--- src/rtl/mux_scan_pkg.sv ---
// Shared definitions for the mux scan controller: channel geometry, FSM states,
// and the enabled-channel priority search.
package mux_scan_pkg;

  localparam int unsigned NUM_CH = 8;
  localparam int unsigned SEL_W  = 3;

  typedef enum logic [1:0] {
    ST_IDLE   = 2'd0,
    ST_SETTLE = 2'd1,
    ST_HOLD   = 2'd2
  } scan_state_e;

  // Returns {found, index} of the lowest enabled channel at or above 'from'.
  function automatic logic [SEL_W:0] find_ch(input logic [NUM_CH-1:0] mask,
                                             input logic [SEL_W:0]    from);
    logic [SEL_W:0] r;
    r = '0;
    for (int unsigned i = NUM_CH; i > 0; i--) begin
      if ((i - 1) >= 32'(from) && mask[i-1]) begin
        r = {1'b1, SEL_W'(i - 1)};
      end
    end
    return r;
  endfunction

endpackage

--- src/rtl/mux_scan_dwell_cnt.sv ---
// Per-channel settle countdown; a load of 0 is treated as 1 so every channel
// dwells at least one cycle.
module mux_scan_dwell_cnt #(
  parameter int unsigned DWELL_W = 4
) (
  input  logic               clk,
  input  logic               rst,
  input  logic               load,
  input  logic [DWELL_W-1:0] load_val,
  input  logic               dec,
  output logic               last
);

  logic [DWELL_W-1:0] cnt_q;

  always_ff @(posedge clk) begin
    if (rst) begin
      cnt_q <= '0;
    end else if (load) begin
      cnt_q <= (load_val == '0) ? DWELL_W'(1) : load_val;
    end else if (dec && cnt_q != '0) begin
      cnt_q <= cnt_q - DWELL_W'(1);
    end
  end

  assign last = (cnt_q == DWELL_W'(1));

endmodule

--- src/rtl/mux_scan_ctrl.sv ---
// Scans the enabled channels of a downstream 8:1 mux and assembles a sample frame.
// Optional MUX_SCAN_PARITY_EN adds the registered odd-parity output frame_par.
module mux_scan_ctrl
  import mux_scan_pkg::*;
#(
  parameter int unsigned DWELL_W = 4,
  parameter int unsigned NUM_CH  = 8
) (
  input  logic               clk,
  input  logic               rst,
  input  logic               start,
  input  logic [7:0]         ch_mask,
  input  logic [DWELL_W-1:0] dwell,
  input  logic               y,
  output logic               s0,
  output logic               s1,
  output logic               s2,
  output logic [7:0]         frame,
  output logic               frame_valid,
  input  logic               frame_ready,
`ifdef MUX_SCAN_PARITY_EN
  output logic               frame_par,
`endif
  output logic               busy
);

  scan_state_e        state_q, state_d;
  logic [7:0]         mask_q, mask_d;
  logic [DWELL_W-1:0] dwell_q, dwell_d;
  logic [SEL_W-1:0]   sel_q, sel_d;
  logic [7:0]         acc_q, acc_d;
  logic [7:0]         frame_q, frame_d;
  logic [7:0]         cap;
  logic [SEL_W:0]     first_ch, next_ch;
  logic               cnt_load, cnt_dec, cnt_last;
  logic [DWELL_W-1:0] cnt_val;

  mux_scan_dwell_cnt #(.DWELL_W(DWELL_W)) u_dwell_cnt (
    .clk      (clk),
    .rst      (rst),
    .load     (cnt_load),
    .load_val (cnt_val),
    .dec      (cnt_dec),
    .last     (cnt_last)
  );

  always_comb begin
    state_d  = state_q;
    mask_d   = mask_q;
    dwell_d  = dwell_q;
    sel_d    = sel_q;
    acc_d    = acc_q;
    frame_d  = frame_q;
    cnt_load = 1'b0;
    cnt_dec  = 1'b0;
    cnt_val  = dwell_q;
    first_ch = find_ch(ch_mask, '0);
    next_ch  = find_ch(mask_q, {1'b0, sel_q} + 1'b1);
    cap      = acc_q;
    cap[sel_q] = y;
    unique case (state_q)
      ST_IDLE: begin
        if (start && ch_mask != '0) begin
          mask_d   = ch_mask;
          dwell_d  = dwell;
          acc_d    = '0;
          sel_d    = first_ch[SEL_W-1:0];
          cnt_load = 1'b1;
          cnt_val  = dwell;
          state_d  = ST_SETTLE;
        end
      end
      ST_SETTLE: begin
        if (cnt_last) begin
          acc_d = cap;
          // Reload and move straight to the next enabled channel: no gap cycle.
          if (next_ch[SEL_W]) begin
            sel_d    = next_ch[SEL_W-1:0];
            cnt_load = 1'b1;
          end else begin
            frame_d = cap;
            state_d = ST_HOLD;
          end
        end else begin
          cnt_dec = 1'b1;
        end
      end
      ST_HOLD: begin
        if (frame_ready) begin
          state_d = ST_IDLE;
        end
      end
      default: state_d = ST_IDLE;
    endcase
  end

  always_ff @(posedge clk) begin
    if (rst) begin
      state_q <= ST_IDLE;
      mask_q  <= '0;
      dwell_q <= '0;
      sel_q   <= '0;
      acc_q   <= '0;
      frame_q <= '0;
    end else begin
      state_q <= state_d;
      mask_q  <= mask_d;
      dwell_q <= dwell_d;
      sel_q   <= sel_d;
      acc_q   <= acc_d;
      frame_q <= frame_d;
    end
  end

`ifdef MUX_SCAN_PARITY_EN
  always_ff @(posedge clk) begin
    if (rst) begin
      frame_par <= 1'b1;
    end else begin
      frame_par <= ~^frame_d;
    end
  end
`endif

  // Select is forced to 0 in IDLE; in HOLD sel_q still names the last sampled channel.
  assign {s2, s1, s0} = (state_q == ST_IDLE) ? 3'b000 : sel_q;
  assign frame        = frame_q;
  assign frame_valid  = (state_q == ST_HOLD);
  assign busy         = (state_q != ST_IDLE);

endmodule

--- config.mk ---
export PLATFORM = sky130hd
export DESIGN_NAME = mux_scan_ctrl
export DESIGN_NICKNAME = d
export VERILOG_FILES = /design/src/rtl/mux_scan_pkg.sv /design/src/rtl/mux_scan_dwell_cnt.sv /design/src/rtl/mux_scan_ctrl.sv
export SDC_FILE = /design/constraint.sdc
export NUM_CORES = 1
export LEC_CHECK = 0
export ABC_AREA = 1
export CORE_MARGIN = 2
export CORE_UTILIZATION = 45
export DETAILED_ROUTE_END_ITERATION = 8
export PLACE_DENSITY = 0.68
export SLEW_MARGIN = 20
export SYNTH_ARGS = -nofsm -noshare
export SYNTH_HDL_FRONTEND = slang
export SYNTH_SLANG_ARGS = --single-unit
--- constraint.sdc ---
create_clock -name clk -period 3.86 [get_ports clk]
set_input_delay 0.772 -clock clk [delete_from_list [all_inputs] [get_ports clk]]
set_output_delay 0.772 -clock clk [all_outputs]
set_load 0.01 [all_outputs]
[Yosys cells after proc, flatten, opt, wreduce, memory -nomap -nowiden]
Cells that the tools add are included.
Storage, ports and cells
  output and inout bits: 13
  register bits after elaboration: 37
  input port bits: 17
Cells by class
  muxes and demuxes: 43
  reduce and logical (&&, ||, !) cells: 23
  bitwise operators: 1
  equal/unequal tests: 8
  add/sub/neg operators: 2
  magnitude comparators: 10
Operators with widths (count)
  4-bit 2-to-1 mux: 13
  3-bit 2-to-1 mux: 12
  3-bit by 4-bit >= comparator with 1-bit output, first input constant: 4
  8-bit 2-to-1 mux: 2
  8-bit one-hot mux with 2 select lines: 1
  1-bit logical AND: 11
  8-bit bitwise mux: 1
  1-bit by 4-bit >= comparator with 1-bit output, first input constant: 2
  2-bit by 4-bit >= comparator with 1-bit output, first input constant: 2
  2-bit 2-to-1 mux: 4
  2-bit inequality test, second input constant: 4
  4-bit AND reduction: 2
  8-bit nonzero test: 1
  1-bit 2-to-1 mux: 6
  2-bit one-hot mux with 3 select lines: 1
  3-bit one-hot mux with 2 select lines: 1
  3-bit AND reduction: 2
  2-bit nonzero test: 3
  3-bit by 1-bit adder with 4-bit output, second input constant: 1
  4-bit by 1-bit equality test with 1-bit output, second input constant: 1
  4-bit zero test: 1
  3-bit by 4-bit less-than comparator with 1-bit output, second input constant: 1
  4-bit nonzero test: 1
  4-bit by 1-bit subtractor with 4-bit output, second input constant: 1
  other kinds (9): 9

[Depth between registers and ports, before layout]
Gate-level depths: netlist of run 1.
  depth in word-level cells: 15
  gate-level depth with buffers: 15
  gate-level depth less buffers: 15

[Modules after synthesis]
A second synthesis of run 1 with hierarchy kept.
Second synthesis, totals
  cell total of the unflattened synthesis: 320
  area total of the unflattened synthesis: 2088.3 µm²
Modules (own cells, without submodules)
  mux_scan_ctrl: times used 1, area each 1808.0 µm², cells each 276, seq. area each 660.6 µm²
  mux_scan_dwell_cnt: times used 1, area each 280.3 µm², cells each 44, seq. area each 80.1 µm²

[Worst setup path before layout of run 1]
Ideal clock, no wire load.
  kind: input to register
  start: in ch_mask[2]
  end: reg u_dwell_cnt.cnt_q[0]
  required time: 3.728 ns
  stages on the path: 8
  slack: 1.945 ns
  path buffers: 0
  library setup time: 0.132 ns
  data arrival time: 1.783 ns
  path through: nor2_1 nand4_1 nand2_2 clkinv_1 o21ai_0 nand2_1 nand2_1 a21oi_1
Between the ends
  word-level cells in the longest chain between the ends: 7
  elaborated cells between the ends (all ways): 10
RTL lines
  start, declared: line mux_scan_ctrl.sv:12  | input logic [7:0] ch_mask,
  8-bit nonzero test *: line mux_scan_ctrl.sv:63  | if (start && ch_mask != '0) begin
  1-bit logical AND *: line mux_scan_ctrl.sv:63
  4-bit 2-to-1 mux: line mux_scan_ctrl.sv:63
  4-bit 2-to-1 mux
  4-bit zero test: line mux_scan_dwell_cnt.sv:20  | cnt_q <= (load_val == '0) ? DWELL_W'(1) : load_val;
  4-bit 2-to-1 mux: line mux_scan_dwell_cnt.sv:20
  4-bit 2-to-1 mux: line mux_scan_dwell_cnt.sv:19  | end else if (load) begin
  end signal, assigned: line mux_scan_dwell_cnt.sv:20
  end signal, assigned: line mux_scan_dwell_cnt.sv:22  | cnt_q <= cnt_q - DWELL_W'(1);
  end, declared: line mux_scan_dwell_cnt.sv:14  | logic [DWELL_W-1:0] cnt_q;
Mark *: on every way between the ends. The rest lies on a longest branch, timed or not.
A chain may end at the register's enable or synchronous reset.

[Worst setup path in the final report of run 1]
  start: reg sel_q[0]
  end: out s0
Between the ends
  word-level cells in the longest chain between the ends: 1
RTL lines
  start, declared: line mux_scan_ctrl.sv:30  | logic [SEL_W-1:0] sel_q, sel_d;
  start signal, assigned: line mux_scan_ctrl.sv:109  | sel_q <= sel_d;
  3-bit 2-to-1 mux: line mux_scan_ctrl.sv:126  | assign {s2, s1, s0} = (state_q == ST_IDLE) ? 3'b000 : sel_q;
  end, declared: line mux_scan_ctrl.sv:15  | output logic s0,
Every way passes these cells.

==> results of run 1 <==
## power groups by stage
stage	Sequential (µW)	Combinational [µW]	Clock [µW]
floorplan	443	220	0
global placement	451	276	0
detailed placement	452	278	0
CTS	443	279	358
global route	447	318	373
finish	443	279	349
## sequential cells by signal, indices dropped and copies added (netlist names)
| register | flops |
|---|---|
| acc_q | 8 |
| frame | 8 |
| mask_q | 8 |
| dwell_q | 4 |
| u_dwell_cnt.cnt_q | 4 |
| sel_q | 3 |
| state_q | 2 |
## tightest hold or removal path, cell delays in order (launching register included)
cell and delay, ns:
dfxtp_1 0.31, inv_1 0.04, a21oi_1 0.05
## routing by layer
layer | vias to the layer above | wire, µm | global-route usage
met5 | - | 0 | 0
met4 | 0 | 91 | 0.0761
met3 | 8 | 151 | 0.0373
met2 | 26 | 2040 | 0.298
met1 | 823 | 2260 | 0.252
li1 | 1053 | - | -
## final cells by class
class                      count  area (µm²)  share of cell area
sequential                    37         741               0.291
inverter                      52         195              0.0767
multi-input combinational    210        1130               0.444
clock inverter                 1        30.0              0.0118
tap                           52        65.1              0.0256
clock buffer                   7        86.3              0.0339
timing repair buffer          30         298               0.117
## cell usage in the layout (no fill, tap or decap)
cell type / instances
a211oi_1: 8
a21oi_1: 36
a21oi_2: 1
a31oi_1: 1
and2_1: 1
buf_4: 1
bufinv_16: 1
clkbuf_1: 1
clkbuf_8: 6
clkdlybuf4s50_1: 29
clkinv_1: 1
dfxtp_1: 37
ha_1: 6
inv_1: 47
inv_2: 4
nand2_1: 43
nand2_2: 5
nand2_4: 2
nand3_1: 19
nand3_2: 2
nand3_4: 2
nand3b_1: 1
nand4_1: 2
nor2_1: 41
nor2_2: 1
nor2_4: 1
nor2_8: 1
nor3_1: 3
o21ai_0: 23
o21ai_1: 2
o21ai_2: 1
o21ai_4: 1
o21bai_1: 1
o22ai_1: 1
or2_2: 2
or3_1: 1
xor2_1: 2
## logic make-up after synthesis
group,Yosys count,share of synthesized area
compound gates,75,0.198
xor+xnor,2,0.00826
fa+ha+maj,6,0.0354
buf+inv,62,0.119
flops,37,0.349
simple gates,127,0.291
## synth_stat cells, drive strengths merged
master / n / share of area
a21oi: 37 / 0.089
o21bai: 1 / 0.0035
and2: 1 / 0.0030
buf: 6 / 0.019
nand3: 23 / 0.071
or2: 2 / 0.0059
nor3: 3 / 0.0071
ha: 6 / 0.035
o22ai: 1 / 0.0030
inv: 51 / 0.090
nand3b: 1 / 0.0035
o21ai: 27 / 0.071
a211oi: 8 / 0.028
clkbuf: 4 / 0.0071
dfxtp: 37 / 0.35
or3: 1 / 0.0030
nor2: 44 / 0.090
nand4: 2 / 0.0059
xor2: 2 / 0.0083
clkinv: 1 / 0.0018
nand2: 50 / 0.10
a31oi: 1 / 0.0030
## metrics by stage
stage / hold WS [ns] / cell area, µm² / worst slack (ns)
4_1_cts: 0.448 / 2540 / 1.38
5_1_grt: 0.465 / 2540 / 1.18
3_5_place_dp: 0.436 / 2430 / 1.11
2_1_floorplan: 0.437 / 2120 / 1.95
6_report: 0.445 / 2540 / 1.38
3_3_place_gp: 0.431 / 2430 / 1.20
## path summary, 6_finish.rpt
path / cells past startpoint / slack, ns / to / from
worst max-delay path: 3 / 1.38 / s0 / sel_q[0]$_SDFFE_PP0P_
worst min-delay path: 2 / 0.44 / frame[0]$_SDFFE_PP0P_ / frame[0]$_SDFFE_PP0P_
worst max register to register: 10 / 1.53 / frame[2]$_SDFFE_PP0P_ / sel_q[0]$_SDFFE_PP0P_
worst min register to register: 2 / 0.44 / frame[0]$_SDFFE_PP0P_ / frame[0]$_SDFFE_PP0P_
==> run summary, run 1 <==
Sw Share = 0.314
RSZ-0062 raised after global routing = false
crit path DAT = 1.70 ns
CP max stage cell = clkdlybuf4s50_1
grt total ovfl = 0
Reg clk slew, reported paths = 0.08 ns
final wirelength = 4550 µm
register share of total power = 0.414
Initial Utilization = 0.477
Final Max Slew Viols = 0
Yosys Warn Count = 0
Seq/Total Area, Yosys = 0.349
Max Buffers Root-to-Sink = 2
routed vias/inst = 4.91
delay-heaviest family, CP = buffers and inverters
I/O pin count = 30
FMAX = 0.404 GHz
postcts setup bufs = 0
clock skew = 0.00823 ns
Final nets = 359
cts repair resizes = 0
register bit total from synthesis = 37
WS Path Type = register to primary output
TritonCTS Sinks = 37
Routed wire per std cell = 11.7 µm
Synth Net Count = 332
Worst path max stage delay = 0.54 ns
Finished Layout Cells = 389
cells after synthesis = 309
port bufs = 29
Clock power frac = 0.326
DRC viols = 0
DIE HEIGHT = 72.7 µm
CTS hold repair buffers = 0
Core ar. = 4440 µm²
H-tree Lvls = 2
slew margin rel. = 0.582
Worst Hold Class = register to register
Worst EP required = 3.09 ns
final setup violation count = 0
leakage = 0.00109 µW
final worst path period need = 2.48 ns
Comb power frac = 0.260
worst path cell trace = inv_1 > nor2_1 > clkdlybuf4s50_1
CP Max Fanout = 7
max-cap violations = 0
DR vias = 1,910
# fillers = 446
Setup crit end kind = primary output
CTS tree = done
synth unique cells = 36
root buffer cell = clkbuf_8
GP Congestion = 0.820
global-route wire length before repair = 7770 µm
chip width = 72.7 µm
DIE AREA = 5280 µm²
syn_area_per_cell = 6.86 µm²
largest net degree at the start of global routing = 20
pwr/cell area = 421 nW/µm²
vias in the first global route = 1,737
share of cells above drive strength 1 = 0.0920
1st-iter DRT viols = 135
Placed Cells = 381
Fin. Hold Viols = 0
CP Launch Type = register
period utilisation layout = 0.642
Pre-antenna DRT Iters = 4
# rows = 24
TritonCTS buffer count = 5
internal power = 735 µW
Worst-Margin Slew = 0.627 ns
initial antenna violation count = 0
Syn-to-layout area delta = 19.9%
# diodes = 0
Layout Utilization = 0.572
CP bufs+invs = 2
status = finished, final reports clean
worst vdd ir = 0.187 mV
Skew-Pair Late Insertion Delay = 0.30 ns
Net Sw Power = 336 µW
area of the mapped netlist = 2120 µm²
Post-DRT Antenna Nets = 0
setup TNS = 0 ns
GRT Total Usage = 0.188
HPWL after DPL = 3400 µm
Tot Pwr = 1070 µW
Note: power is estimated with default switching activity, not from simulation.
==> run 2, diff against run 1 <==
--- a/config.mk
+++ b/config.mk
@@ -9,7 +9,7 @@
 export CORE_MARGIN = 2
 export CORE_UTILIZATION = 45
 export DETAILED_ROUTE_END_ITERATION = 8
-export PLACE_DENSITY = 0.68
+export PLACE_DENSITY = 0.7
 export SLEW_MARGIN = 20
 export SYNTH_ARGS = -nofsm -noshare
 export SYNTH_HDL_FRONTEND = slang
==> constraint.sdc (replaced) <==
create_clock -name clk -period 2.1 [get_ports clk]
set_input_delay 0.42 -clock clk [delete_from_list [all_inputs] [get_ports clk]]
set_output_delay 0.42 -clock clk [all_outputs]
set_load 0.01 [all_outputs]
==> run 2 against run 1 <==
Effect of this change: register-to-register slack worse by 1.3 ns; flip-flop and latch count is the same; critical path depth grew 2; via count is 4.6% higher; routed wire length grew 2.4%; non-clock buffer count grew 14; global-route usage increased by 0.41 points; clock skew fell by 0.0022 ns; first-iteration DRC count decreased by 37%.
==> run summary, run 2 (same netlist as run 1, synthesis figures left out) <==
Syn-to-layout area delta = 25.1%
leakage = 0.00118 µW
CP Max Fanout = 3
pre-CTS WS = 0.00128 ns
post-route setup slack = 0.109 ns
1st-iter DRT viols = 85
H-tree Lvls = 2
FMAX = 0.502 GHz
DIE HEIGHT = 72.7 µm
Worst Hold Class = register to register
largest net degree at the start of global routing = 20
global-route wire length before repair = 7950 µm
clock skew = 0.00605 ns
vias in the first global route = 1,827
postcts setup bufs = 0
crit path DAT = 1.57 ns
final setup violation count = 0
# diodes = 0
Pre-antenna DRT Iters = 5
Fin Hold WS = 0.445 ns
Layout Cell Area excl Fill = 2650 µm²
Net Sw Power = 624 µW
grt total ovfl = 0
Initial Utilization = 0.477
worst vdd ir = 0.514 mV
Worst-Margin Slew = 0.486 ns
internal power = 1290 µW
status = finished, final reports clean
final worst path period need = 1.99 ns
share of cells above drive strength 1 = 0.140
Placed Cells = 395
GP Congestion = 0.817
period utilisation layout = 0.948
HPWL after DPL = 3540 µm
Skew-Pair Late Insertion Delay = 0.29 ns
Sw Share = 0.325
Final nets = 373
# rows = 24
routed vias/inst = 4.96
Max Buffers Root-to-Sink = 2
Fin. Hold Viols = 0
most common cell after layout, fill and taps aside = inv_1
DRC viols = 0
Final Max Slew Viols = 0
CTS tree = done
Post-DRT Antenna Nets = 0
final wirelength = 4660 µm
WS Path Type = register to primary output
Comb power frac = 0.292
port bufs = 29
most frequent cells in the layout = inv_1 (47), nand2_1 (43), nor2_1 (41)
CP Launch Type = register
initial antenna violation count = 0
setup TNS = 0 ns
slew margin rel. = 0.676
Routed wire per std cell = 11.6 µm
TritonCTS Sinks = 37
I/O pin count = 30
root buffer cell = clkbuf_8
register share of total power = 0.422
Setup crit end kind = primary output
DIE AREA = 5280 µm²
Finished Layout Cells = 403
Clock power frac = 0.286
pwr/cell area = 722 nW/µm²
RSZ-0062 raised after global routing = false
max-cap violations = 0
dpl cell area = 2530 µm²
chip width = 72.7 µm
Reg clk slew, reported paths = 0.07 ns
DR vias = 1,997
TritonCTS buffer count = 5
Core ar. = 4440 µm²
GRT Total Usage = 0.192
Worst EP required = 1.68 ns
-- run 2: critical path: stages (launching register included) --
cell	delay (ns)
dfxtp_2	0.38
inv_2	0.05
nand2_1	0.11
inv_1	0.08
nor2_1	0.12
clkdlybuf4s50_1	0.55
-- run 2: per-stage QoR --
step / power, µW / util
2_1_floorplan: 1220 / -
3_3_place_gp: 1370 / 0.570
3_5_place_dp: 1380 / 0.570
4_1_cts: 1920 / 0.593
5_1_grt: 2050 / 0.597
6_report: 1920 / 0.597
-- run 2: repair_timing --
item | in CTS | in global routing
gates cloned | 0 | 0
hold buffers | 0 | 0
setup endpoints to repair | 1 | 13
gates resized for setup | 1 | 5
-- run 2: path summary, 6_finish.rpt --
check | startpoint | cells past startpoint | end | slack (ns)
worst max-delay path | state_q[0]$_SDFFE_PP0P_ | 5 | s0 | 0.11
worst min-delay path | frame[4]$_SDFFE_PP0P_ | 2 | frame[4]$_SDFFE_PP0P_ | 0.45
worst max register to register | sel_q[1]$_SDFFE_PP0P_ | 12 | sel_q[2]$_SDFFE_PP0P_ | 0.21
worst min register to register | frame[4]$_SDFFE_PP0P_ | 2 | frame[4]$_SDFFE_PP0P_ | 0.45
-- run 2: metal layers --
metal	vias to the layer above	track usage	wire length (µm)	share of wire
met3	4	0.0428	145	0.031
met4	0	0.0720	59	0.013
met1	894	0.247	2250	0.48
met5	-	0	0	0
li1	1076	-	-	-
met2	23	0.315	2200	0.47
-- run 2: area by class of cell --
| cell class | instances | area, µm² |
|---|---|---|
| fillers | 436 | 1790 |
| multi-input cells | 210 | 1140 |
| flip-flops and latches | 37 | 744 |
| repair buffers | 44 | 405 |
| inverters | 52 | 195 |
| clock buffers | 7 | 96.3 |
| well taps | 52 | 65.1 |
| clock inverters | 1 | 5.00 |
-- run 2: power groups by stage --
stage                     sequential (µW)  combinational, µW  clock [µW]
after CTS                             808                554         560
after detailed placement              824                552           0
final                                 809                560         547
after global placement                822                547           0
after global routing                  817                633         598
after floorplan                       814                404           0
